`src/rtl/control_fsm_if.sv`:
```
// Handshake and control bundle between the multi-cycle control FSM and its datapath.
// The slave modport is the FSM's view; the master modport is the datapath/bench view.
interface control_fsm_if;
  logic [6:0]  opcode;
  logic        imem_valid;
  logic        dmem_ready;
  logic        br_taken;
  logic        ir_we;
  logic        pc_we;
  logic        pc_sel;
  logic        alu_src;
  logic        mem_req;
  logic        mem_we;
  logic        rf_we;
  logic [1:0]  wb_sel;
  logic        illegal;
  logic [2:0]  state;
  logic [31:0] instret;

  modport master (
    output opcode, imem_valid, dmem_ready, br_taken,
    input  ir_we, pc_we, pc_sel, alu_src, mem_req, mem_we, rf_we, wb_sel, illegal, state,
           instret
  );

  modport slave (
    input  opcode, imem_valid, dmem_ready, br_taken,
    output ir_we, pc_we, pc_sel, alu_src, mem_req, mem_we, rf_we, wb_sel, illegal, state,
           instret
  );
endinterface

```
`src/rtl/control_fsm.sv`:
```
// Multi-cycle RV32I control FSM: FETCH/DECODE/EXECUTE/MEM/WRITEBACK/TRAP sequencing,
// datapath strobes, sticky illegal flag and retired-instruction counter.
module control_fsm (
  input logic          clk,
  input logic          rst,
  control_fsm_if.slave bus
);

  typedef enum logic [2:0] {
    StFetch     = 3'd0,
    StDecode    = 3'd1,
    StExecute   = 3'd2,
    StMem       = 3'd3,
    StWriteback = 3'd4,
    StTrap      = 3'd5
  } state_e;

  localparam logic [6:0] OpR      = 7'b0110011;
  localparam logic [6:0] OpI      = 7'b0010011;
  localparam logic [6:0] OpLui    = 7'b0110111;
  localparam logic [6:0] OpAuipc  = 7'b0010111;
  localparam logic [6:0] OpLoad   = 7'b0000011;
  localparam logic [6:0] OpStore  = 7'b0100011;
  localparam logic [6:0] OpBranch = 7'b1100011;
  localparam logic [6:0] OpJal    = 7'b1101111;
  localparam logic [6:0] OpJalr   = 7'b1100111;

  state_e      state_q;
  logic [6:0]  op_q;
  logic [31:0] instret_q;
  logic        illegal_q;

  logic        ir_we;
  logic        pc_we;
  logic        pc_sel;
  logic        alu_src;
  logic        mem_req;
  logic        mem_we;
  logic        rf_we;
  logic [1:0]  wb_sel;

  function automatic logic is_legal(input logic [6:0] op);
    logic ok;
    case (op)
      OpR, OpI, OpLui, OpAuipc, OpLoad, OpStore, OpBranch, OpJal, OpJalr: ok = 1'b1;
      default:                                                            ok = 1'b0;
    endcase
    return ok;
  endfunction

  always_ff @(posedge clk) begin
    if (rst) begin
      state_q   <= StFetch;
      op_q      <= 7'd0;
      instret_q <= 32'd0;
      illegal_q <= 1'b0;
    end else begin
      if (pc_we) begin
        instret_q <= instret_q + 32'd1;
      end
      case (state_q)
        StFetch: begin
          if (bus.imem_valid) state_q <= StDecode;
        end
        StDecode: begin
          op_q <= bus.opcode;
          if (is_legal(bus.opcode)) begin
            state_q <= StExecute;
          end else begin
            state_q   <= StTrap;
            illegal_q <= 1'b1;
          end
        end
        StExecute: begin
          if (op_q == OpBranch) begin
            state_q <= StFetch;
          end else if (op_q == OpLoad || op_q == OpStore) begin
            state_q <= StMem;
          end else begin
            state_q <= StWriteback;
          end
        end
        StMem: begin
          if (bus.dmem_ready) state_q <= (op_q == OpStore) ? StFetch : StWriteback;
        end
        StWriteback: state_q <= StFetch;
        StTrap:      state_q <= StTrap;
        default:     state_q <= StFetch;
      endcase
    end
  end

  // Strobes look only at state and op_q, never at the live opcode bus.
  always_comb begin
    ir_we   = 1'b0;
    pc_we   = 1'b0;
    pc_sel  = 1'b0;
    alu_src = 1'b0;
    mem_req = 1'b0;
    mem_we  = 1'b0;
    rf_we   = 1'b0;
    wb_sel  = 2'b00;
    case (state_q)
      StFetch: ir_we = bus.imem_valid;
      StExecute: begin
        alu_src = (op_q != OpR) && (op_q != OpBranch);
        if (op_q == OpBranch) begin
          pc_we  = 1'b1;
          pc_sel = bus.br_taken;
        end
      end
      StMem: begin
        mem_req = 1'b1;
        mem_we  = (op_q == OpStore);
        pc_we   = bus.dmem_ready && (op_q == OpStore);
      end
      StWriteback: begin
        rf_we  = 1'b1;
        pc_we  = 1'b1;
        pc_sel = (op_q == OpJal) || (op_q == OpJalr);
        case (op_q)
          OpLoad:        wb_sel = 2'b01;
          OpJal, OpJalr: wb_sel = 2'b10;
          OpLui:         wb_sel = 2'b11;
          default:       wb_sel = 2'b00;
        endcase
      end
      default: ;
    endcase
  end

  assign bus.ir_we   = ir_we;
  assign bus.pc_we   = pc_we;
  assign bus.pc_sel  = pc_sel;
  assign bus.alu_src = alu_src;
  assign bus.mem_req = mem_req;
  assign bus.mem_we  = mem_we;
  assign bus.rf_we   = rf_we;
  assign bus.wb_sel  = wb_sel;
  assign bus.illegal = illegal_q;
  assign bus.state   = state_q;
  assign bus.instret = instret_q;

endmodule

```
`src/flat_wrapper.sv`:
```
// flat-port wrapper written by rule: the top's interface ports become plain ports
module control_fsm_flat 
  (clk, rst, bus_opcode, bus_imem_valid, bus_dmem_ready, bus_br_taken, bus_ir_we, bus_pc_we, bus_pc_sel, bus_alu_src, bus_mem_req, bus_mem_we, bus_rf_we, bus_wb_sel, bus_illegal, bus_state, bus_instret);
  control_fsm_if bus_i ();
  input logic clk;
  input logic rst;
  input wire logic [$bits(bus_i.opcode)-1:0] bus_opcode;
  input wire logic [$bits(bus_i.imem_valid)-1:0] bus_imem_valid;
  input wire logic [$bits(bus_i.dmem_ready)-1:0] bus_dmem_ready;
  input wire logic [$bits(bus_i.br_taken)-1:0] bus_br_taken;
  output wire logic [$bits(bus_i.ir_we)-1:0] bus_ir_we;
  output wire logic [$bits(bus_i.pc_we)-1:0] bus_pc_we;
  output wire logic [$bits(bus_i.pc_sel)-1:0] bus_pc_sel;
  output wire logic [$bits(bus_i.alu_src)-1:0] bus_alu_src;
  output wire logic [$bits(bus_i.mem_req)-1:0] bus_mem_req;
  output wire logic [$bits(bus_i.mem_we)-1:0] bus_mem_we;
  output wire logic [$bits(bus_i.rf_we)-1:0] bus_rf_we;
  output wire logic [$bits(bus_i.wb_sel)-1:0] bus_wb_sel;
  output wire logic [$bits(bus_i.illegal)-1:0] bus_illegal;
  output wire logic [$bits(bus_i.state)-1:0] bus_state;
  output wire logic [$bits(bus_i.instret)-1:0] bus_instret;
  assign bus_i.opcode = bus_opcode;
  assign bus_i.imem_valid = bus_imem_valid;
  assign bus_i.dmem_ready = bus_dmem_ready;
  assign bus_i.br_taken = bus_br_taken;
  assign bus_ir_we = bus_i.ir_we;
  assign bus_pc_we = bus_i.pc_we;
  assign bus_pc_sel = bus_i.pc_sel;
  assign bus_alu_src = bus_i.alu_src;
  assign bus_mem_req = bus_i.mem_req;
  assign bus_mem_we = bus_i.mem_we;
  assign bus_rf_we = bus_i.rf_we;
  assign bus_wb_sel = bus_i.wb_sel;
  assign bus_illegal = bus_i.illegal;
  assign bus_state = bus_i.state;
  assign bus_instret = bus_i.instret;
  control_fsm u_core (.clk(clk), .rst(rst), .bus(bus_i));
endmodule
```
`config.mk`:
```
export PLATFORM = sky130hd
export DESIGN_NAME = control_fsm_flat
export DESIGN_NICKNAME = d
export VERILOG_FILES = /design/src/rtl/control_fsm_if.sv /design/src/rtl/control_fsm.sv /design/src/flat_wrapper.sv
export SDC_FILE = /design/constraint.sdc
export NUM_CORES = 1
export LEC_CHECK = 0
export BUFFER_PORTS_ARGS = -buffer_cell sky130_fd_sc_hd__buf_2
export CORE_MARGIN = 2
export CORE_UTILIZATION = 53
export CTS_CLUSTER_DIAMETER = 60
export CTS_CLUSTER_SIZE = 14
export DETAILED_ROUTE_END_ITERATION = 7
export GPL_ROUTABILITY_DRIVEN = 0
export HOLD_SLACK_MARGIN = 0.02
export PLACE_DENSITY = 0.89
export SLEW_MARGIN = 20
export SYNTH_ARGS = -nofsm -noshare
export SYNTH_HDL_FRONTEND = slang
export SYNTH_SLANG_ARGS = --single-unit
```
`constraint.sdc`:
```
create_clock -name clk -period 2.9 [get_ports clk]
set_clock_uncertainty 0.15 [all_clocks]
set_input_delay 0 -clock clk [delete_from_list [all_inputs] [get_ports clk]]
set_output_delay 0 -clock clk [all_outputs]
set_load 0.01 [all_outputs]
```
# Yosys cells after proc, flatten, opt, wreduce, memory -nomap -nowiden
# Cells that the tools add are included.
[word_totals] output_inout_bits=45 register_bits=43 in_bits=12
[classes] add_sub_neg=1 eq_ne=24 muxes=21 bitwise_logic=1 n_reduce_logical=9
[op_table] operator="$eq 7x7->1 const B" count=6
[op_table] operator="$eq 7x6->1 const B" count=5
[op_table] operator="$add 32x1->32 const B" count=1
[op_table] operator="$mux 3" count=6
[op_table] operator="$pmux 3 s5" count=1
[op_table] operator="$eq 7x2->1 const B" count=2
[op_table] operator="$eq 7x5->1 const B" count=2
[op_table] operator="$mux 1" count=10
[op_table] operator="$reduce_or 9->1" count=1
[op_table] operator="$ne 7x6->1 const B" count=1
[op_table] operator="$ne 7x7->1 const B" count=1
[op_table] operator="$eq 3x2->1 const B" count=2
[op_table] operator="$eq 3x3->1 const B" count=2
[op_table] operator="$pmux 2 s3" count=1
[op_table] operator="$ne 2x2->1 const B" count=2
[op_table] operator="$reduce_and 2->1" count=2
[op_table] operator="$eq 3x1->1 const B" count=1
[op_table] operator="$logic_not 3->1" count=1
[op_table] operator="$pmux 1 s3" count=1
[op_table] operator="$logic_and 1x1->1" count=2
[op_table] operator="$logic_or 1x1->1" count=2
[op_table] operator="$mux 2" count=1
[op_table] operator="$pmux 1 s2" count=1
[op_table] operator="$reduce_or 2->1" count=1
[op_table] operator="$not 1->1" count=1

# Depth between registers and ports, before layout
[depth] ltp_word=7 ltp_mapped=10 mapped_depth_nobuf=8

# Worst setup path before layout
# OpenSTA, ideal clock, no wires.
[synth_timing] path_kind="register to register" from="register u_core.instret_q[2] (netlist: u_core.bus.instret[2])" to="register u_core.instret_q[30] (netlist: u_core.bus.instret[30])" stages_incl_launch_ff=7 required_ns=2.680 setup_ns=0.070 setup_slack_ns=0.675 arrival_ns=2.005 synth_period_minus_slack_ns=2.225 path_cell_list="dfxtp_1 -> and4_1 -> buf_6 -> nand4_4 -> or4_4 -> or4_1 -> a21oi_1"
[synth_via] elab_chain_cells=1
[synth_rtl] item="start: declaration" line_no="control_fsm.sv:30" rtl="logic [31:0] instret_q;"
[synth_rtl] item="start signal: assignment" line_no="control_fsm.sv:59" rtl="instret_q <= instret_q + 32'd1;"
[synth_rtl] item="$add 32x1->32" line_no="control_fsm.sv:59"
# Every way passes these cells.
# A chain may end at the register's enable or synchronous reset.

# Final worst setup path
[layout_timing] from="register u_core.state_q[0] (netlist: u_core.bus.state[0])" to="register u_core.instret_q[26] (netlist: u_core.bus.instret[26])"
[layout_via] elab_chain_cells=2 elab_cells_between_ends=4
[layout_rtl] item="start: declaration" line_no="control_fsm.sv:28" rtl="state_e state_q;"
[layout_rtl] item="start signal: assignment" line_no="control_fsm.sv:53" rtl="state_q <= StFetch;"
[layout_rtl] item="start signal: assignment" line_no="control_fsm.sv:63" rtl="if (bus.imem_valid) state_q <= StDecode;"
[layout_rtl] item="start signal: assignment" line_no="control_fsm.sv:68" rtl="state_q <= StExecute;"
[layout_rtl] item="$eq 3x3->1 or $eq 3x2->1 (tied branches)" line_no="control_fsm.sv:103" rtl="case (state_q)"
[layout_rtl] item="$pmux 1 s3 (*)" line_no="control_fsm.sv:103"
# Every way passes the cells marked *; elsewhere a longest branch is shown, timed or not.

==> impl_metrics.json <==
{
  "status": "complete, no violations",
  "wirelength_um": 6070,
  "post-route-period-util": 0.848,
  "hpwl_um": 3880,
  "synthTopCellsByArea": "dfxtp_1 (37%), xnor2_1 (6.7%), nor2_1 (5.0%)",
  "hold_buffers": 9,
  "insertedDiodeCount": 0,
  "rsz0062_at_grt": "no",
  "setup_ws_ns": 0.441,
  "rr_startpoint": "u_core.bus.state[0]",
  "peakVddDrop_v": 0.000233,
  "worstPathArrival_ns": 2.46,
  "synth_nets": 295,
  "fp-row-count": 24,
  "syn-cell-area_um2": 2340,
  "clockBufferDepth": 2,
  "cts_sinks": 43,
  "grt_overflow_total": 0,
  "fp.dieH_um": 70.4,
  "drv_slew": 0,
  "cts_resized": 0,
  "worst_slew_pin_slew_ns": 0.779,
  "remaining_drc_errors": 0,
  "cts_setup_buffers": 0,
  "syn_avg_cell_area_um2": 8.29,
  "fin_crit_ns": 2.46,
  "synthCells": 282,
  "die_x_um": 70.4,
  "yosysTopAreaCellShare": 0.368,
  "crit_path_start_kind": "flip-flop",
  "antenna_found_initial": 0,
  "grt_pass1_vias": 2132,
  "grt_start_max_net_pins": 44,
  "path_buf_inv": 2,
  "place_worst_setup_slack_ns": 0.504,
  "port-buffer-count": 56,
  "synth_edf_count": 0,
  "insertion_delay_ns": 0.29,
  "critPathCaptureType": "flip-flop",
  "setup_violations": 0,
  "cts_inserted_buffers": 5,
  "hold_start": "rst",
  "critical_path.cell_chain": "nand3_1 -> inv_1 -> nand4_1 -> buf_4 -> a2111oi_0 -> xnor2_1 -> nor2_1",
  "synth_warnings": 0,
  "cpLargestDelayFamily": "compound AO/OA/AOI/OAI gates",
  "async_flop_share": 0,
  "leakage_nw": 1.10,
  "root_buffer": "clkbuf_8",
  "synth.most_common_cell": "dfxtp_1",
  "slew_headroom": 0.481,
  "core_um2": 4290,
  "fin_util": 0.651,
  "ys_seq_area_frac": 0.368,
  "cp_max_fo": 19,
  "dieArea_um2": 4960,
  "synthTopCellsByCount": "dfxtp_1 (43), nor2_1 (31), a21oi_1 (22), xnor2_1 (18), nand2_1 (17)",
  "hp-class": "in -> reg",
  "areaGrowthSynthToFinish_pct": 19.5,
  "tritoncts": "done",
  "layout-drive-gt1-share": 0.217,
  "nets": 349,
  "ys_ff_latch": 43,
  "final_antenna_net_count": 0,
  "critPathKind": "reg -> reg",
  "htree_levels": 2,
  "max-cap-violations": 0,
  "hold_viol": 0,
  "vias_per_cell": 6.18,
  "start_util": 0.544,
  "holdWs_ns": 0.116,
  "power_mw": 1.09,
  "path_clk_slew_ns": 0.08,
  "power_density_nw_per_um2": 390,
  "synth_ff_type": "dfxtp_1",
  "cpPeakStageDelay_ns": 0.65,
  "ys_types": 49,
  "grt_usage": 0.250,
  "synth_largest_area_cell": "dfxtp_1",
  "io_pins": 57,
  "via_count": 2404,
  "drt-initial-drc-count": 252,
  "max_freq_mhz": 407,
  "first_pass_iters": 4,
  "required_ns": 2.90,
  "tns_ns": 0,
  "wl_per_cell_um": 15.6,
  "cp-startpoint": "u_core.bus.state[0]",
  "crit_slowest_cell": "a2111oi_0",
  "grt_pass1_wl_um": 10100
}
logic make-up (layout without fill, tap and decap cells):
group | after synthesis | in the layout | share of synthesized area
AND/OR/NAND/NOR | 114 | 114 | 0.278
AO/OA/AOI/OAI | 62 | 62 | 0.179
XOR/XNOR | 20 | 20 | 0.0749
adder cells (fa/ha/maj) | 2 | 2 | 0.00964
multiplexers | 7 | 7 | 0.0300
flip-flops | 43 | 43 | 0.368
buffers and inverters | 34 | 89 | 0.0594
routing by layer:
metal	global-route usage	part of all wire	up-vias
li1	-	-	1138
met1	0.337	0.43	1142
met2	0.389	0.47	106
met3	0.0534	0.068	18
met4	0.100	0.029	0
met5	0	0	-
state kept, by name, summed over array words and instances, names as in the netlist:
register            count
u_core.op_q             7
u_core.bus.instret     32
u_core.bus.illegal      1
u_core.bus.state        3
layout make-up:
| type | instances | area, um2 |
|---|---|---|
| clock buffer | 7 | 76.3 |
| inverter | 11 | 41.3 |
| clock inverter | 1 | 5.00 |
| multi-input combinational | 205 | 1340 |
| tap | 52 | 65.1 |
| timing repair buffer | 70 | 408 |
| fill | 362 | 1500 |
| sequential | 43 | 861 |
worst paths after layout:
kind,depth (start not counted),endpoint,slack (ns)
hold / removal,2,u_core.bus.instret[0],0.12
setup / recovery,7,u_core.bus.instret[26],0.44
hold reg to reg,2,u_core.bus.illegal,0.31
setup reg to reg,7,u_core.bus.instret[26],0.44
layout by cell type (no fill, tap or decap), types with 2 or more instances in the layout:
master	n
or4_1	8
nor3_1	4
nor2_1	31
dlygate4sd3_1	9
nand3_1	16
o311ai_0	2
clkbuf_8	5
nand4_1	6
a21oi_1	22
nor4_1	2
or3_1	5
nand2_1	17
and4_2	2
xnor2_1	18
buf_2	56
a2111oi_0	5
nor3b_1	2
and2_1	3
clkbuf_1	2
mux2i_1	7
o21ai_1	2
buf_4	5
a211oi_1	12
a21o_1	4
dfxtp_1	43
a31oi_1	2
xor2_1	2
o31ai_1	8
inv_1	10
and4_1	6
where the power goes:
part	leakage [nW]	internal, mW	switching (mW)
sequential	0.348	0.601	0.0228
combinational	0.708	0.0467	0.0568
clock	0.0422	0.169	0.193
per-stage QoR:
| step | std cells | instance area [um2] |
|---|---|---|
| global placement | 372 | 2620 |
| global route | 389 | 2790 |
| detailed placement | 372 | 2620 |
| finish | 389 | 2790 |
| CTS | 389 | 2790 |
| floorplan | 282 | 2340 |
Note: power is estimated with default switching activity, not from simulation.
